[config.mk]
export PLATFORM = sky130hd
export DESIGN_NAME = barrier_lane_manager
export DESIGN_NICKNAME = d
export VERILOG_FILES = /design/src/rtl/barrier_pkg.sv /design/src/rtl/barrier_lane.sv /design/src/rtl/barrier_lane_manager.sv
export SDC_FILE = /design/constraint.sdc
export NUM_CORES = 1
export LEC_CHECK = 0
export CAP_MARGIN = 20
export CORE_AREA = 2 2 126 128
export CTS_CLUSTER_SIZE = 24
export DETAILED_ROUTE_END_ITERATION = 10
export DIE_AREA = 0 0 128 130
export GPL_TIMING_DRIVEN = 1
export PLACE_DENSITY = 0.69
export SLEW_MARGIN = 20
export SYNTH_ARGS = -nofsm -noshare
export SYNTH_HDL_FRONTEND = slang
export SYNTH_SLANG_ARGS = --single-unit
[constraint.sdc]
create_clock -name i_clk -period 6.3 [get_ports i_clk]
set_input_delay 1.26 -clock i_clk [delete_from_list [all_inputs] [get_ports i_clk]]
set_output_delay 1.26 -clock i_clk [all_outputs]
set_load 0.005 [all_outputs]
[src/rtl/barrier_pkg.sv]
// Shared lane state encoding, geometry defaults and lane-index width helper
// for the barrier lane manager and its per-lane FSM.
package barrier_pkg;

  typedef enum logic [1:0] {
    LANE_IDLE   = 2'd0,
    LANE_SCROLL = 2'd1,
    LANE_ZONE   = 2'd2
  } lane_state_t;

  localparam int DEF_NUM_LANES  = 3;
  localparam int DEF_SPEED      = 4;
  localparam int DEF_LANE_X0    = 192;
  localparam int DEF_LANE_PITCH = 128;
  localparam int DEF_BARRIER_W  = 64;
  localparam int DEF_BARRIER_H  = 32;
  localparam int DEF_Y_START    = 0;
  localparam int DEF_HIT_Y_TOP  = 400;
  localparam int DEF_HIT_Y_BOT  = 440;
  localparam int DEF_Y_END      = 480;
  localparam logic [23:0] DEF_BARRIER_RGB = 24'hC0E0FF;

  // Lane index width: value 0 is reserved for "no lane".
  function automatic int lane_w(input int num_lanes);
    return $clog2(num_lanes + 1);
  endfunction

endpackage

[src/rtl/barrier_lane.sv]
// One barrier lane: IDLE/SCROLL/ZONE FSM, saturating top-edge y and pixel rectangle test.
// Hit/cleared pulses are registered (one cycle after the frame tick); spawn is accepted only while IDLE.
module barrier_lane
  import barrier_pkg::*;
#(
  parameter int LANE_IDX   = 1,
  parameter int SPEED      = DEF_SPEED,
  parameter int LANE_X0    = DEF_LANE_X0,
  parameter int LANE_PITCH = DEF_LANE_PITCH,
  parameter int BARRIER_W  = DEF_BARRIER_W,
  parameter int BARRIER_H  = DEF_BARRIER_H,
  parameter int Y_START    = DEF_Y_START,
  parameter int HIT_Y_TOP  = DEF_HIT_Y_TOP,
  parameter int HIT_Y_BOT  = DEF_HIT_Y_BOT,
  parameter int Y_END      = DEF_Y_END
) (
  input  logic        i_clk,
  input  logic        i_rst,
  input  logic        i_clear,
  input  logic        i_spawn,
  input  logic        i_tick,
  input  logic        i_penguin_here,
  input  logic [15:0] i_x,
  input  logic [15:0] i_y,
  output logic        o_idle,
  output logic        o_hit,
  output logic        o_cleared,
  output logic        o_pixel
);

  localparam logic [16:0] X0  = 17'(LANE_X0 + (LANE_IDX - 1) * LANE_PITCH);
  localparam logic [16:0] W17 = 17'(BARRIER_W);
  localparam logic [16:0] H17 = 17'(BARRIER_H);

  lane_state_t state, state_nxt;
  logic [15:0] y, y_nxt;
  logic        hit_nxt, clr_nxt;

  logic [16:0] y_sum;
  logic [15:0] y_adv;
  logic [16:0] bot_adv;

  // 17-bit sums keep the carry so the advance saturates instead of wrapping.
  assign y_sum   = {1'b0, y} + 17'(SPEED);
  assign y_adv   = y_sum[16] ? 16'hFFFF : y_sum[15:0];
  assign bot_adv = {1'b0, y_adv} + H17;

  always_comb begin
    state_nxt = state;
    y_nxt     = y;
    hit_nxt   = 1'b0;
    clr_nxt   = 1'b0;
    case (state)
      LANE_IDLE: begin
        if (i_spawn) begin
          state_nxt = LANE_SCROLL;
          y_nxt     = 16'(Y_START);
        end
      end
      LANE_SCROLL: begin
        if (i_tick) begin
          y_nxt = y_adv;
          if (bot_adv >= 17'(HIT_Y_TOP)) state_nxt = LANE_ZONE;
        end
      end
      LANE_ZONE: begin
        if (i_tick) begin
          y_nxt = y_adv;
          // Once the bottom edge is past HIT_Y_BOT the barrier can no longer hit.
          if (i_penguin_here && (bot_adv <= 17'(HIT_Y_BOT))) begin
            hit_nxt   = 1'b1;
            state_nxt = LANE_IDLE;
          end else if (y_adv >= 16'(Y_END)) begin
            clr_nxt   = 1'b1;
            state_nxt = LANE_IDLE;
          end
        end
      end
      default: state_nxt = LANE_IDLE;
    endcase
    if (i_clear) begin
      state_nxt = LANE_IDLE;
      y_nxt     = 16'(Y_START);
      hit_nxt   = 1'b0;
      clr_nxt   = 1'b0;
    end
  end

  always_ff @(posedge i_clk) begin
    if (i_rst) begin
      state     <= LANE_IDLE;
      y         <= 16'(Y_START);
      o_hit     <= 1'b0;
      o_cleared <= 1'b0;
    end else begin
      state     <= state_nxt;
      y         <= y_nxt;
      o_hit     <= hit_nxt;
      o_cleared <= clr_nxt;
    end
  end

  logic [16:0] px, py, ytop;
  assign px   = {1'b0, i_x};
  assign py   = {1'b0, i_y};
  assign ytop = {1'b0, y};

  assign o_idle  = (state == LANE_IDLE);
  assign o_pixel = (state != LANE_IDLE) &&
                   (px >= X0) && (px < X0 + W17) &&
                   (py >= ytop) && (py < ytop + H17);

endmodule

[src/rtl/barrier_lane_manager.sv]
// Barrier lanes top: v_sync synchroniser/edge detect, spawn routing, hit OR-reduce and pixel colour mux.
// Frame tick lands 2 cycles after v_sync rises; spawn_ready is combinational from registered lane state.
module barrier_lane_manager
  import barrier_pkg::*;
#(
  parameter int NUM_LANES  = DEF_NUM_LANES,
  parameter int SPEED      = DEF_SPEED,
  parameter int LANE_X0    = DEF_LANE_X0,
  parameter int LANE_PITCH = DEF_LANE_PITCH,
  parameter int BARRIER_W  = DEF_BARRIER_W,
  parameter int BARRIER_H  = DEF_BARRIER_H,
  parameter int Y_START    = DEF_Y_START,
  parameter int HIT_Y_TOP  = DEF_HIT_Y_TOP,
  parameter int HIT_Y_BOT  = DEF_HIT_Y_BOT,
  parameter int Y_END      = DEF_Y_END,
  parameter logic [23:0] BARRIER_RGB = DEF_BARRIER_RGB,
  localparam int LW        = lane_w(NUM_LANES)
) (
  input  logic                 i_clk,
  input  logic                 i_rst,
  input  logic [15:0]          i_x,
  input  logic [15:0]          i_y,
  input  logic                 i_v_sync,
  input  logic                 i_spawn_valid,
  input  logic [LW-1:0]        i_spawn_lane,
  output logic                 o_spawn_ready,
  input  logic [LW-1:0]        i_current_lane,
  input  logic                 i_in_air,
  input  logic                 i_clear_all,
  output logic [7:0]           o_red,
  output logic [7:0]           o_green,
  output logic [7:0]           o_blue,
  output logic                 o_sprite_hit,
  output logic                 o_penguin_hit,
  output logic [NUM_LANES-1:0] o_cleared
);

  logic v_meta, v_sync2, v_prev, tick;

  always_ff @(posedge i_clk) begin
    if (i_rst) begin
      v_meta  <= 1'b0;
      v_sync2 <= 1'b0;
      v_prev  <= 1'b0;
    end else begin
      v_meta  <= i_v_sync;
      v_sync2 <= v_meta;
      v_prev  <= v_sync2;
    end
  end

  assign tick = v_sync2 & ~v_prev;

  logic [NUM_LANES-1:0] lane_sel, lane_idle, spawn_go, penguin_here, lane_hit, lane_pix;

  // Lane k+1 maps to bit k; index 0 and out-of-range values select nothing.
  always_comb begin
    lane_sel     = '0;
    penguin_here = '0;
    for (int k = 0; k < NUM_LANES; k++) begin
      lane_sel[k]     = (i_spawn_lane == LW'(k + 1));
      penguin_here[k] = (i_current_lane == LW'(k + 1)) && !i_in_air;
    end
  end

  assign o_spawn_ready = |(lane_sel & lane_idle);
  assign spawn_go      = (i_spawn_valid && o_spawn_ready && !i_clear_all) ? lane_sel : '0;

  for (genvar k = 0; k < NUM_LANES; k++) begin : g_lane
    barrier_lane #(
      .LANE_IDX   (k + 1),
      .SPEED      (SPEED),
      .LANE_X0    (LANE_X0),
      .LANE_PITCH (LANE_PITCH),
      .BARRIER_W  (BARRIER_W),
      .BARRIER_H  (BARRIER_H),
      .Y_START    (Y_START),
      .HIT_Y_TOP  (HIT_Y_TOP),
      .HIT_Y_BOT  (HIT_Y_BOT),
      .Y_END      (Y_END)
    ) u_lane (
      .i_clk          (i_clk),
      .i_rst          (i_rst),
      .i_clear        (i_clear_all),
      .i_spawn        (spawn_go[k]),
      .i_tick         (tick),
      .i_penguin_here (penguin_here[k]),
      .i_x            (i_x),
      .i_y            (i_y),
      .o_idle         (lane_idle[k]),
      .o_hit          (lane_hit[k]),
      .o_cleared      (o_cleared[k]),
      .o_pixel        (lane_pix[k])
    );
  end

  assign o_penguin_hit = |lane_hit;
  assign o_sprite_hit  = |lane_pix;
  assign {o_red, o_green, o_blue} = o_sprite_hit ? BARRIER_RGB : 24'h0;

endmodule

==> results of run 1 <==
## layout by cell type (no fill, tap or decap), types with 4 or more instances in the layout
| master | Yosys | routed |
|---|---|---|
| xor2_1 | 4 | 4 |
| a21boi_0 | 4 | 4 |
| and2_1 | 9 | 9 |
| dfxtp_1 | 63 | 63 |
| a21oi_1 | 56 | 56 |
| o21ai_0 | 33 | 33 |
| o2111ai_1 | 4 | 4 |
| a31oi_1 | 10 | 10 |
| o21a_1 | 9 | 9 |
| nand3_1 | 40 | 40 |
| nor2b_1 | 19 | 19 |
| nor4b_1 | 4 | 4 |
| o211ai_1 | 8 | 8 |
| nor3b_1 | 5 | 5 |
| nand2b_1 | 12 | 12 |
| and4_1 | 8 | 8 |
| clkdlybuf4s50_1 | 0 | 54 |
| buf_4 | 29 | 5 |
| or3_1 | 4 | 4 |
| clkbuf_16 | 0 | 9 |
| a311oi_1 | 7 | 7 |
| nand2_1 | 66 | 66 |
| nor3_1 | 20 | 20 |
| nand4_1 | 23 | 23 |
| mux2i_1 | 12 | 12 |
| a22oi_1 | 9 | 9 |
| and3_1 | 9 | 9 |
| a211oi_1 | 27 | 27 |
| ha_1 | 107 | 107 |
| inv_1 | 66 | 66 |
| o21bai_1 | 4 | 4 |
| conb_1 | 1 | 11 |
| nor2_1 | 92 | 92 |
| or2_2 | 7 | 7 |
| xnor2_1 | 47 | 47 |
| nor4_1 | 6 | 6 |
| a21o_1 | 24 | 24 |
## layout make-up
class / count / share of cell area
clock buffers: 12 / 0.0318
clock inverters: 4 / 0.00357
inverters: 67 / 0.0312
multi-input cells: 769 / 0.676
flip-flops and latches: 63 / 0.156
well taps: 192 / 0.0298
repair buffers: 59 / 0.0717
## worst register-to-register path, cell delays in order (launching register included)
cell and delay [ns]:
dfxtp_1 0.43, ha_1 0.30, nand2_1 0.23, nor4_4 0.64
nor2_1 0.17, inv_1 0.12, ha_1 0.25, inv_1 0.08
a211oi_1 0.30, xor2_1 0.17, nor2_1 0.06, nor4_2 0.38
nand4_1 0.21, a221o_1 0.42, o211ai_1 0.23, o41ai_2 0.10
## power breakdown
group          leakage, nW  total [mW]  internal (mW)  switching (mW)
Clock                0.135       0.494          0.289           0.205
Combinational         2.38       0.178         0.0794          0.0987
Sequential           0.508       0.412          0.403         0.00850
Total                 3.02        1.08          0.771           0.312
## final timing paths
kind | end | slack (ns) | cells past startpoint
min reg2reg | v_sync2 | 0.44 | 1
max reg2reg | g_lane[0].u_lane.state[0] | 2.08 | 15
min | v_sync2 | 0.44 | 1
max | o_green[5] | 0.50 | 13
## per-layer routing
| layer | GRT usage | share of wire | vias up |
|---|---|---|---|
| li1 | - | - | 3469 |
| met3 | 0.0369 | 0.050 | 33 |
| met2 | 0.396 | 0.45 | 170 |
| met5 | 0 | 0 | - |
| met4 | 0.104 | 0.034 | 0 |
| met1 | 0.318 | 0.47 | 3194 |
## sequential cells by signal, indices dropped and copies added (netlist names)
register / count
v_meta: 1
g_lane.u_lane.o_hit: 3
g_lane.u_lane.o_cleared: 3
g_lane.u_lane.y: 48
v_prev: 1
v_sync2: 1
g_lane.u_lane.state: 6
## logic make-up (layout without fill, tap and decap cells)
| group | Yosys count | after routing | share of synthesized area |
|---|---|---|---|
| xor gates and xnor gates | 51 | 51 | 0.0611 |
| and+or+nand+nor | 347 | 347 | 0.251 |
| buffers and inverters | 134 | 142 | 0.0873 |
| muxes | 15 | 15 | 0.0211 |
| DFF | 63 | 63 | 0.173 |
| adders and majority gates | 107 | 107 | 0.183 |
| AOI/OAI and AO/OA | 238 | 238 | 0.223 |
| other | 1 | 11 | 0.000513 |
## what timing repair did
item / 4_1_cts / 5_1_grt
endpoints found under the hold margin: 0 / 0
setup endpoints to repair: 0 / 8
gates resized for setup: 0 / 1
## metrics by stage
stage,instances,util
3_5_place_dp,1150,0.504
3_3_place_gp,1150,0.504
5_1_grt,1166,0.523
2_1_floorplan,966,-
4_1_cts,1166,0.523
6_report,1166,0.523
==> results.toml, run 1 <==
[global_route]
grt_pass1_vias = 6321
track_usage = 0.242
antenna_found_initial = 0
grt_max_degree = 24
grt_pass1_wl_um = 32000
grt-ovfl-total = 0

[timing]
fmax_ghz = 0.172
worst_pin_slew_ns = 0.960
fin_hold_ws_ns = 0.437
finalCriticalPeriod_ns = 5.80
setup_tns_ns = 0
clock_skew_ns = 0.00809
period_share = 0.921
fin_ws_ns = 0.498
setup_violations = 0
rsz0062_at_grt = "no"
hold_viol = 0
slew_headroom = 0.357
drv_slew = 0

[yosys]
synth_area_um2 = 7310
synth-main-ff-cell = "dfxtp_1"
ys_ff_latch = 63
synth_top_area_frac = 0.183
postSynthCellCount = 956
synth_most_common_cell = "ha_1"
async_flop_share = 0
synth_area_leaders = "ha_1 (18%), dfxtp_1 (17%), xnor2_1 (5.6%), nor2_1 (4.7%), a21oi_1 (3.8%)"
ys_types = 82
synth_seq_area_share = 0.173
syn_area_per_cell_um2 = 7.64
synth_edf_count = 0
yosysTopAreaCell = "ha_1"
yosys-top-cells-count = "ha_1 (107), nor2_1 (92), inv_1 (66), nand2_1 (66), dfxtp_1 (63)"
yosys_warnings = 0

[setup_path]
crit_fanout = 14
cp-startpoint = "i_y[1]"
cpPeakStageDelay_ns = 0.57
worstPathRequired_ns = 5.04
r2r_start = "g_lane[0].u_lane.y[2]"
critical_path_arrival_ns = 4.54
cp_top_family = "compound AO/OA/AOI/OAI gates"
worstSetupEndpointType = "output port"
crit_top_cell = "clkdlybuf4s50_1"
critical_path_class = "in2out"
start_kind = "input port"
crit_slowest_cell = "clkdlybuf4s50_1"
crit_buf_inv = 2
cp_cell_sequence = "clkdlybuf4s50_1, ha_1, nor2b_1, o21ai_0, nand2b_1, a21o_1, a21oi_1, o21bai_1, a31oi_1, o211ai_1, a221oi_1, a311o_2, clkdlybuf4s50_1"

[route]
drt-total-wl_um = 19700
drt_iter0_drc = 453
drcViolationCount = 0
ant_nets = 0
first_pass_iters = 6
via_per_inst = 5.89
wl_per_cell_um = 16.9
vias = 6866

[outcome]
status = "finished, final reports clean"

[cts]
path_clk_slew_ns = 0.05
cts_tree = "built"
cts_root_buffer = "clkbuf_16"
postCtsHoldBufs = 0
clk-insertion-delay-late_ns = 0.35
cts.sinks = 63
cts_buffers = 9
cts-htree-levels = 3
cts_setup_buffers = 0
clockBufferDepth = 2

[final_layout]
final_nets = 1118
register_area_um2 = 1260
final_area_um2 = 8070
multi_input_area_um2 = 5450
synthToLayoutAreaGrowth_pct = 10.4
nFillCells = 1510
antenna_cells = 0
drive_above_1_share = 0.0483

[power]
power_mw = 1.08
leakagePower_nw = 3.02
powerDensity_nw_per_um2 = 134
vdd_drop_max_uv = 111

[floorplan]
die_y_um = 130
initial_core_util = 0.474
core_area_um2 = 15400
die-area_um2 = 16600
die_x_um = 128
num_rows = 46
ioPinCount = 72

[placed_design]
post_dp_cell_area_um2 = 7780
routabilityCongestion = 0.941
preCtsSetupSlack_ns = 0.254
numPortBuffers = 54
dp_hpwl_um = 15300

[hold_path]
hold_start = "v_meta"
hp-class = "reg2reg"

[job]
drv_cap = 0
Power figures use the tool's default switching activity.
==> run 2, diff against run 1 <==
--- a/config.mk
+++ b/config.mk
@@ -11,7 +11,7 @@
 export DETAILED_ROUTE_END_ITERATION = 10
 export DIE_AREA = 0 0 128 130
 export GPL_TIMING_DRIVEN = 1
-export PLACE_DENSITY = 0.69
+export PLACE_DENSITY = 0.72
 export SLEW_MARGIN = 20
 export SYNTH_ARGS = -nofsm -noshare
 export SYNTH_HDL_FRONTEND = slang
==> constraint.sdc (replaced) <==
create_clock -name i_clk -period 5.1 [get_ports i_clk]
set_input_delay 1.02 -clock i_clk [delete_from_list [all_inputs] [get_ports i_clk]]
set_output_delay 1.02 -clock i_clk [all_outputs]
set_load 0.005 [all_outputs]
==> results.toml, run 2 (synthesis gave the netlist of run 1 again) <==
[setup_path]
r2r-end = "g_lane[2].u_lane.state[0]"
crit_buf_inv = 3
crit_top_cell = "a21o_1"
cp.depth = 12
worst_r2r_path_depth = 14
worstSetupEndpointType = "output port"
cp_cell_sequence = "clkdlybuf4s50_1, ha_1, a21o_1, a21o_1, a21o_1, a21o_1, a211oi_2, o31a_1, o21ai_2, a311o_1, buf_6, dlygate4sd2_1"
r2r_start = "g_lane[2].u_lane.y[2]"
crit_slowest_cell = "clkdlybuf4s50_1"
rrSetupSlack_ns = 0.92
cp_top_family = "compound AO/OA/AOI/OAI gates"
start_kind = "input port"
cpPeakStageDelay_ns = 0.51
worstPathRequired_ns = 4.08
critical_path_arrival_ns = 3.84
crit_fanout = 7
critical_path_class = "in2out"

[power]
powerDensity_nw_per_um2 = 165
leakagePower_nw = 3.15
vdd_drop_max_uv = 161
power_mw = 1.36

[global_route]
grt_max_degree = 24
grt_pass1_wl_um = 32500
track_usage = 0.245
grt-ovfl-total = 0
antenna_found_initial = 0
grt_pass1_vias = 6535

[route]
drt_iter0_drc = 556
wl_per_cell_um = 16.9
drt-total-wl_um = 20000
via_per_inst = 5.88
drcViolationCount = 0
first_pass_iters = 5
vias = 6958
ant_nets = 0

[floorplan]
ioPinCount = 72
num_rows = 46
die_x_um = 128
initial_core_util = 0.474
core_area_um2 = 15400
die_y_um = 130
die-area_um2 = 16600

[placed_design]
dp_hpwl_um = 15600
post_dp_cell_area_um2 = 7920
numPortBuffers = 54
routabilityCongestion = 0.914
post-place-cells = 1168

[final_layout]
drive_above_1_share = 0.0706
layoutNonFillerInstCount = 1184
most-common-layout-cells = "ha_1 (107), nor2_1 (92), nand2_1 (66)"
top_register = "g_lane.u_lane.y"
top_regs = "g_lane.u_lane.y: 48 flops, g_lane.u_lane.state: 6 flops"
fin_util = 0.534
nFillCells = 1488
final_common_cell = "ha_1"
final_area_um2 = 8240
synthToLayoutAreaGrowth_pct = 12.7
largest_reg_flops = 48
antenna_cells = 0
final_nets = 1137

[hold_path]
min_to = "v_sync2"
hold_start = "v_meta"
hp-class = "reg2reg"
min_path_cells = 1

[timing]
setup_violations = 0
hold_viol = 0
finalCriticalPeriod_ns = 4.86
clock_skew_ns = 0.00544
rsz0062_at_grt = "no"
fmax_ghz = 0.206
drv_slew = 0
worst_pin_slew_ns = 0.912
period_share = 0.953
slew_headroom = 0.376

[job]
drv_cap = 0

[cts]
cts_tree = "built"
cts_root_buffer = "clkbuf_16"
cts_buffers = 9
clk-insertion-delay-late_ns = 0.35
cts.sinks = 63
cts-htree-levels = 3
path_clk_slew_ns = 0.05
clockBufferDepth = 2

[outcome]
status = "finished, final reports clean"
-- run 2: worst register-to-register path, cell delays in order, from the launching register on --
cell and delay, ns:
dfxtp_1 0.53, ha_1 0.36, nand3_1 0.21, or3_1 0.49
nor3_1 0.53, a21oi_1 0.18, inv_1 0.13, ha_1 0.21
o211ai_1 0.20, nor2_1 0.25, mux2i_1 0.24, o32ai_1 0.12
and3_1 0.19, o21ai_1 0.25, mux2i_1 0.21
-- run 2: layout make-up --
| class | instances | area, µm² | area share |
|---|---|---|---|
| clock buffer | 9 | 225 | 0.0273 |
| clock inverter | 6 | 62.6 | 0.00760 |
| inverter | 67 | 251 | 0.0305 |
| multi-input combinational | 769 | 5470 | 0.664 |
| sequential | 63 | 1260 | 0.153 |
| tap | 192 | 240 | 0.0292 |
| timing repair buffer | 78 | 728 | 0.0884 |
-- run 2: worst max path at each step --
stage / from / to / slack [ns]
after floorplan: i_y[0] / o_blue[0] / 0.74
after global placement: i_y[0] / o_red[7] / -0.18
after detailed placement: i_y[0] / o_red[7] / -0.21
after CTS: i_y[0] / o_red[7] / 0.09
after global routing: i_y[2] / o_blue[2] / 0.05
final: i_y[2] / o_blue[0] / 0.24
-- run 2: metrics by stage --
stage	setup slack [ns]	TNS [ns]	hold slack, ns
3_5_place_dp	-0.212	-2.79	0.429
4_1_cts	0.0871	0	0.442
6_report	0.240	0	0.436
2_1_floorplan	0.736	0	0.414
5_1_grt	0.0464	0	0.460
3_3_place_gp	-0.179	-2.30	0.418
-- run 2: what timing repair did --
action / CTS / global route
cloned: 0 / 1
pin swaps: 1 / 7
hold buffers: 0 / 0
resized for setup: 17 / 22
setup buffers: 0 / 0
setup endpoints to repair: 14 / 14
-- run 2: routing by layer --
metal  track usage  vias up  part of all wire
met5             0        -                 0
met1         0.315     3228              0.46
li1              -     3496                 -
met4        0.0821        0             0.020
met2         0.420      212              0.47
met3        0.0385       22             0.051
-- run 2: power by group --
part | total, mW | internal [mW] | switching, mW
registers | 0.507 | 0.498 | 0.00884
logic | 0.232 | 0.105 | 0.127
clock network | 0.616 | 0.373 | 0.243
==> patch 1, RTL diff (config.mk and constraints of run 1) <==
Register the output `o_cleared`; this adds one clock of latency there. The other outputs are not delayed to match.
--- a/src/rtl/barrier_lane_manager.sv
+++ b/src/rtl/barrier_lane_manager.sv
@@ -35,4 +35,6 @@
   output logic [NUM_LANES-1:0] o_cleared
 );
+
+  logic [NUM_LANES-1:0] o_cleared_d;
 
   logic v_meta, v_sync2, v_prev, tick;
@@ -90,5 +92,5 @@
       .o_idle         (lane_idle[k]),
       .o_hit          (lane_hit[k]),
-      .o_cleared      (o_cleared[k]),
+      .o_cleared      (o_cleared_d[k]),
       .o_pixel        (lane_pix[k])
     );
@@ -99,4 +101,8 @@
   assign {o_red, o_green, o_blue} = o_sprite_hit ? BARRIER_RGB : 24'h0;
 
+  always_ff @(posedge i_clk) begin
+    o_cleared <= o_cleared_d;
+  end
+
 endmodule
 
Check against the original RTL: no difference found for any inputs over 4 cycles, from zero or initial values and one cycle with i_rst high; that may be too few to reach the edited logic, so the function may still have changed.
==> patch 1 against run 1 <==
  * Clock power shrank 4.0%
  * Clock skew grew 0.0066 ns
  * Synthesized area grew 4.3%
  * Fmax shrank 3.0%
  * Setup slack lost 0.18 ns
  * Routed wire length grew 4.7%
  * Via count grew 8.2%
  * Sequential cell count grew 3
  * Power shrank 0.80%
  * Cell area grew 3.6%
  * Worst hold slack lost 0.11 ns
  * Non-clock buffer count grew 2
  * Critical path type unchanged
==> patch 1: results (changes against run 1) <==
Run status
The run finished with clean final reports.

GRT
The met2 usage in global routing is 42.6% (+3.0 points). The global-route wire length before repair is 34100 µm (+6.5%). The maximum number of pins on one net before global-route repair is 22 (-8.3%). The met1 layer usage reported by global route was 33.9% (+2.1 points). The routing usage on met3 is 2.83% (-0.86 points).

Place
The instance area at placement is 8090 µm² (+4.0%). The weighted congestion at the end of routability-driven global placement is 0.913 (-3.0%). The post-placement cell count came to 1209 (+5.1%).

The worst setup slack before clock tree synthesis is 0.280 ns (+0.0264 ns).

Synth
By count the netlist is led by sky130_fd_sc_hd__ha_1 (107), sky130_fd_sc_hd__nor2_1 (92), sky130_fd_sc_hd__a21oi_1 (74). The synthesized area per cell came to 7.44 µm² (-2.7%). The number of distinct library cells after synthesis is 77 (-6.1%). By area the synthesized netlist is led by sky130_fd_sc_hd__ha_1 (18%), sky130_fd_sc_hd__dfxtp_1 (17%), sky130_fd_sc_hd__xnor2_1 (4.9%).

Worst setup path
The maximum cell stage delay along the critical path is 0.78 ns (+0.21 ns). The critical path's slowest cell is sky130_fd_sc_hd__o221ai_1. The endpoint identified for the worst register-to-register timing path is g_lane[2].u_lane.state[0]. In this run the worst setup path terminates at o_blue[5]. The source of the worst register-to-register timing path is g_lane[2].u_lane.y[2]. The logic depth of the worst register-to-register path came to 14 (-1). The arrival time reported for the critical path endpoint is 4.72 ns (+0.18 ns).

Final layout
The cell area after layout came to 8350 µm² (+3.6%). The layout filler cell count came to 1534 (+1.6%).

STA
The minimum period implied by the final worst setup slack is 5.98 ns (+0.180 ns). The setup clock skew after layout is 0.0147 ns (+0.00663 ns). The worst hold slack across all endpoints is 0.331 ns (-0.105 ns).

Pwr
The power in combinational cells is 172 µW (-3%). The net switching power of the design came to 305 µW (-2.3%). The largest vdd supply drop is 118 µV (+5.6%).

The power attributed to the clock group is 474 µW (-4.0%).

Min path
The worst hold path terminates at o_cleared[1]. The number of cells on the worst hold path is 0 (-1).

Detailed routing
The iteration count of the initial detailed-routing pass came to 5 (-1). The average vias per placed instance is 6.08 (+3.2%). The wire length on met2 was 9500 µm (+7.2%). The routed wirelength normalized by instance count was 16.9 µm (-0.20%). The number of vias after detailed routing is 7430 (+8.2%).
[patch 1: area by class of cell]
class | instances | area share [%]
Timing Repair Buffer | 61 | 7.10
Inverter | 72 | 3.23
Sequential cell | 66 | 15.8
Clock buffer | 11 | 2.91
Tap cell | 192 | 2.88
Clock inverter | 3 | 0.210
Multi-Input combinational cell | 818 | 67.9
[patch 1: cell families after synthesis]
kind of cell / after synthesis / synth area share (%)
AND/OR/NAND/NOR: 355 / 24.3
adder cells (fa/ha/maj): 107 / 17.6
AO/OA/AOI/OAI: 291 / 25.3
multiplexers: 7 / 0.952
flip-flops: 66 / 17.3
buffers and inverters: 151 / 9.14
XOR/XNOR: 47 / 5.40
other: 1 / 0.0492
[patch 1: worst max-delay path: cells and delay by family]
| kind | cells | cell delay, ns |
|---|---|---|
| AO/OA/AOI/OAI | 8 | 1.87 |
| buffers and inverters | 2 | 1.14 |
| adder cells (fa/ha/maj) | 1 | 0.33 |
| AND/OR/NAND/NOR | 1 | 0.14 |
==> patch 2, RTL diff (flow settings as in run 1) <==
Without the edit above. `DEF_NUM_LANES`: 3 -> 6.
--- a/src/rtl/barrier_pkg.sv
+++ b/src/rtl/barrier_pkg.sv
@@ -9,5 +9,5 @@
   } lane_state_t;
 
-  localparam int DEF_NUM_LANES  = 3;
+  localparam int DEF_NUM_LANES  = 6;
   localparam int DEF_SPEED      = 4;
   localparam int DEF_LANE_X0    = 192;
Ports: changed (resized i_current_lane, i_spawn_lane and o_cleared); port bits go from 72 to 77. The function was not compared with the original's and may differ.
==> patch 2 against run 1 <==
  * The flow now stops in global placement without I/O (3_1_place_gp_skip_io)
  * Synthesized cell count up 100%
  * Synthesized area up 96%
==> patch 2: results (changes against run 1) <==
Run status
The flow did not finish. The last stage reached is global placement without I/O (3_1_place_gp_skip_io). The first error in the log reads "[ERROR GPL-0301] Utilization 105.521 % exceeds 100%".

Synth
The synthesized instance count came to 1914 (+100%). In the post-synthesis netlist, the biggest area contributors are sky130_fd_sc_hd__ha_1 (19%), sky130_fd_sc_hd__dfxtp_1 (17%), sky130_fd_sc_hd__xnor2_1 (5.6%). Ranked by instance count, the synthesized netlist is headed by sky130_fd_sc_hd__ha_1 (216), sky130_fd_sc_hd__nor2_1 (175), sky130_fd_sc_hd__inv_1 (137).

The number of warnings reported in the yosys synthesis log is 0 (unchanged). The number of register bits inferred by synthesis is 123 (+95%). The share of the yosys chip area belonging to registers is 17.2% (-0.094 points). The number of distinct library cells after synthesis is 85 (+3.7%).

The most used flip-flop cell after synthesis is sky130_fd_sc_hd__dfxtp_1. The async set-reset flop share out of synthesis is 0% (unchanged).

Floorplanning
The total number of placement rows was 46 (unchanged).
[patch 2: cell types whose count changed after synthesis, moves of 22 or more]
cell                       delta
sky130_fd_sc_hd__a21o_1      +25
sky130_fd_sc_hd__a21oi_1     +66
sky130_fd_sc_hd__a31oi_1     +22
sky130_fd_sc_hd__clkbuf_1    +45
sky130_fd_sc_hd__dfxtp_1     +60
sky130_fd_sc_hd__ha_1       +109
sky130_fd_sc_hd__inv_1       +71
sky130_fd_sc_hd__nand2_1     +69
sky130_fd_sc_hd__nand3_1     +27
sky130_fd_sc_hd__nor2_1      +83
sky130_fd_sc_hd__nor3_1      +44
sky130_fd_sc_hd__nor4_1      +22
sky130_fd_sc_hd__o21ai_0     +53
sky130_fd_sc_hd__xnor2_1     +44
[patch 2: logic make-up after synthesis]
kind of cell             after synthesis  synth area share, %
AO/OA/AOI/OAI                        518                 24.2
XOR/XNOR                              96                 5.86
adder cells (fa/ha/maj)              216                 18.8
buffers and inverters                252                 7.72
flip-flops                           123                 17.2
multiplexers                          26                 1.85
other                                  1               0.0261
AND/OR/NAND/NOR                      682                 24.3
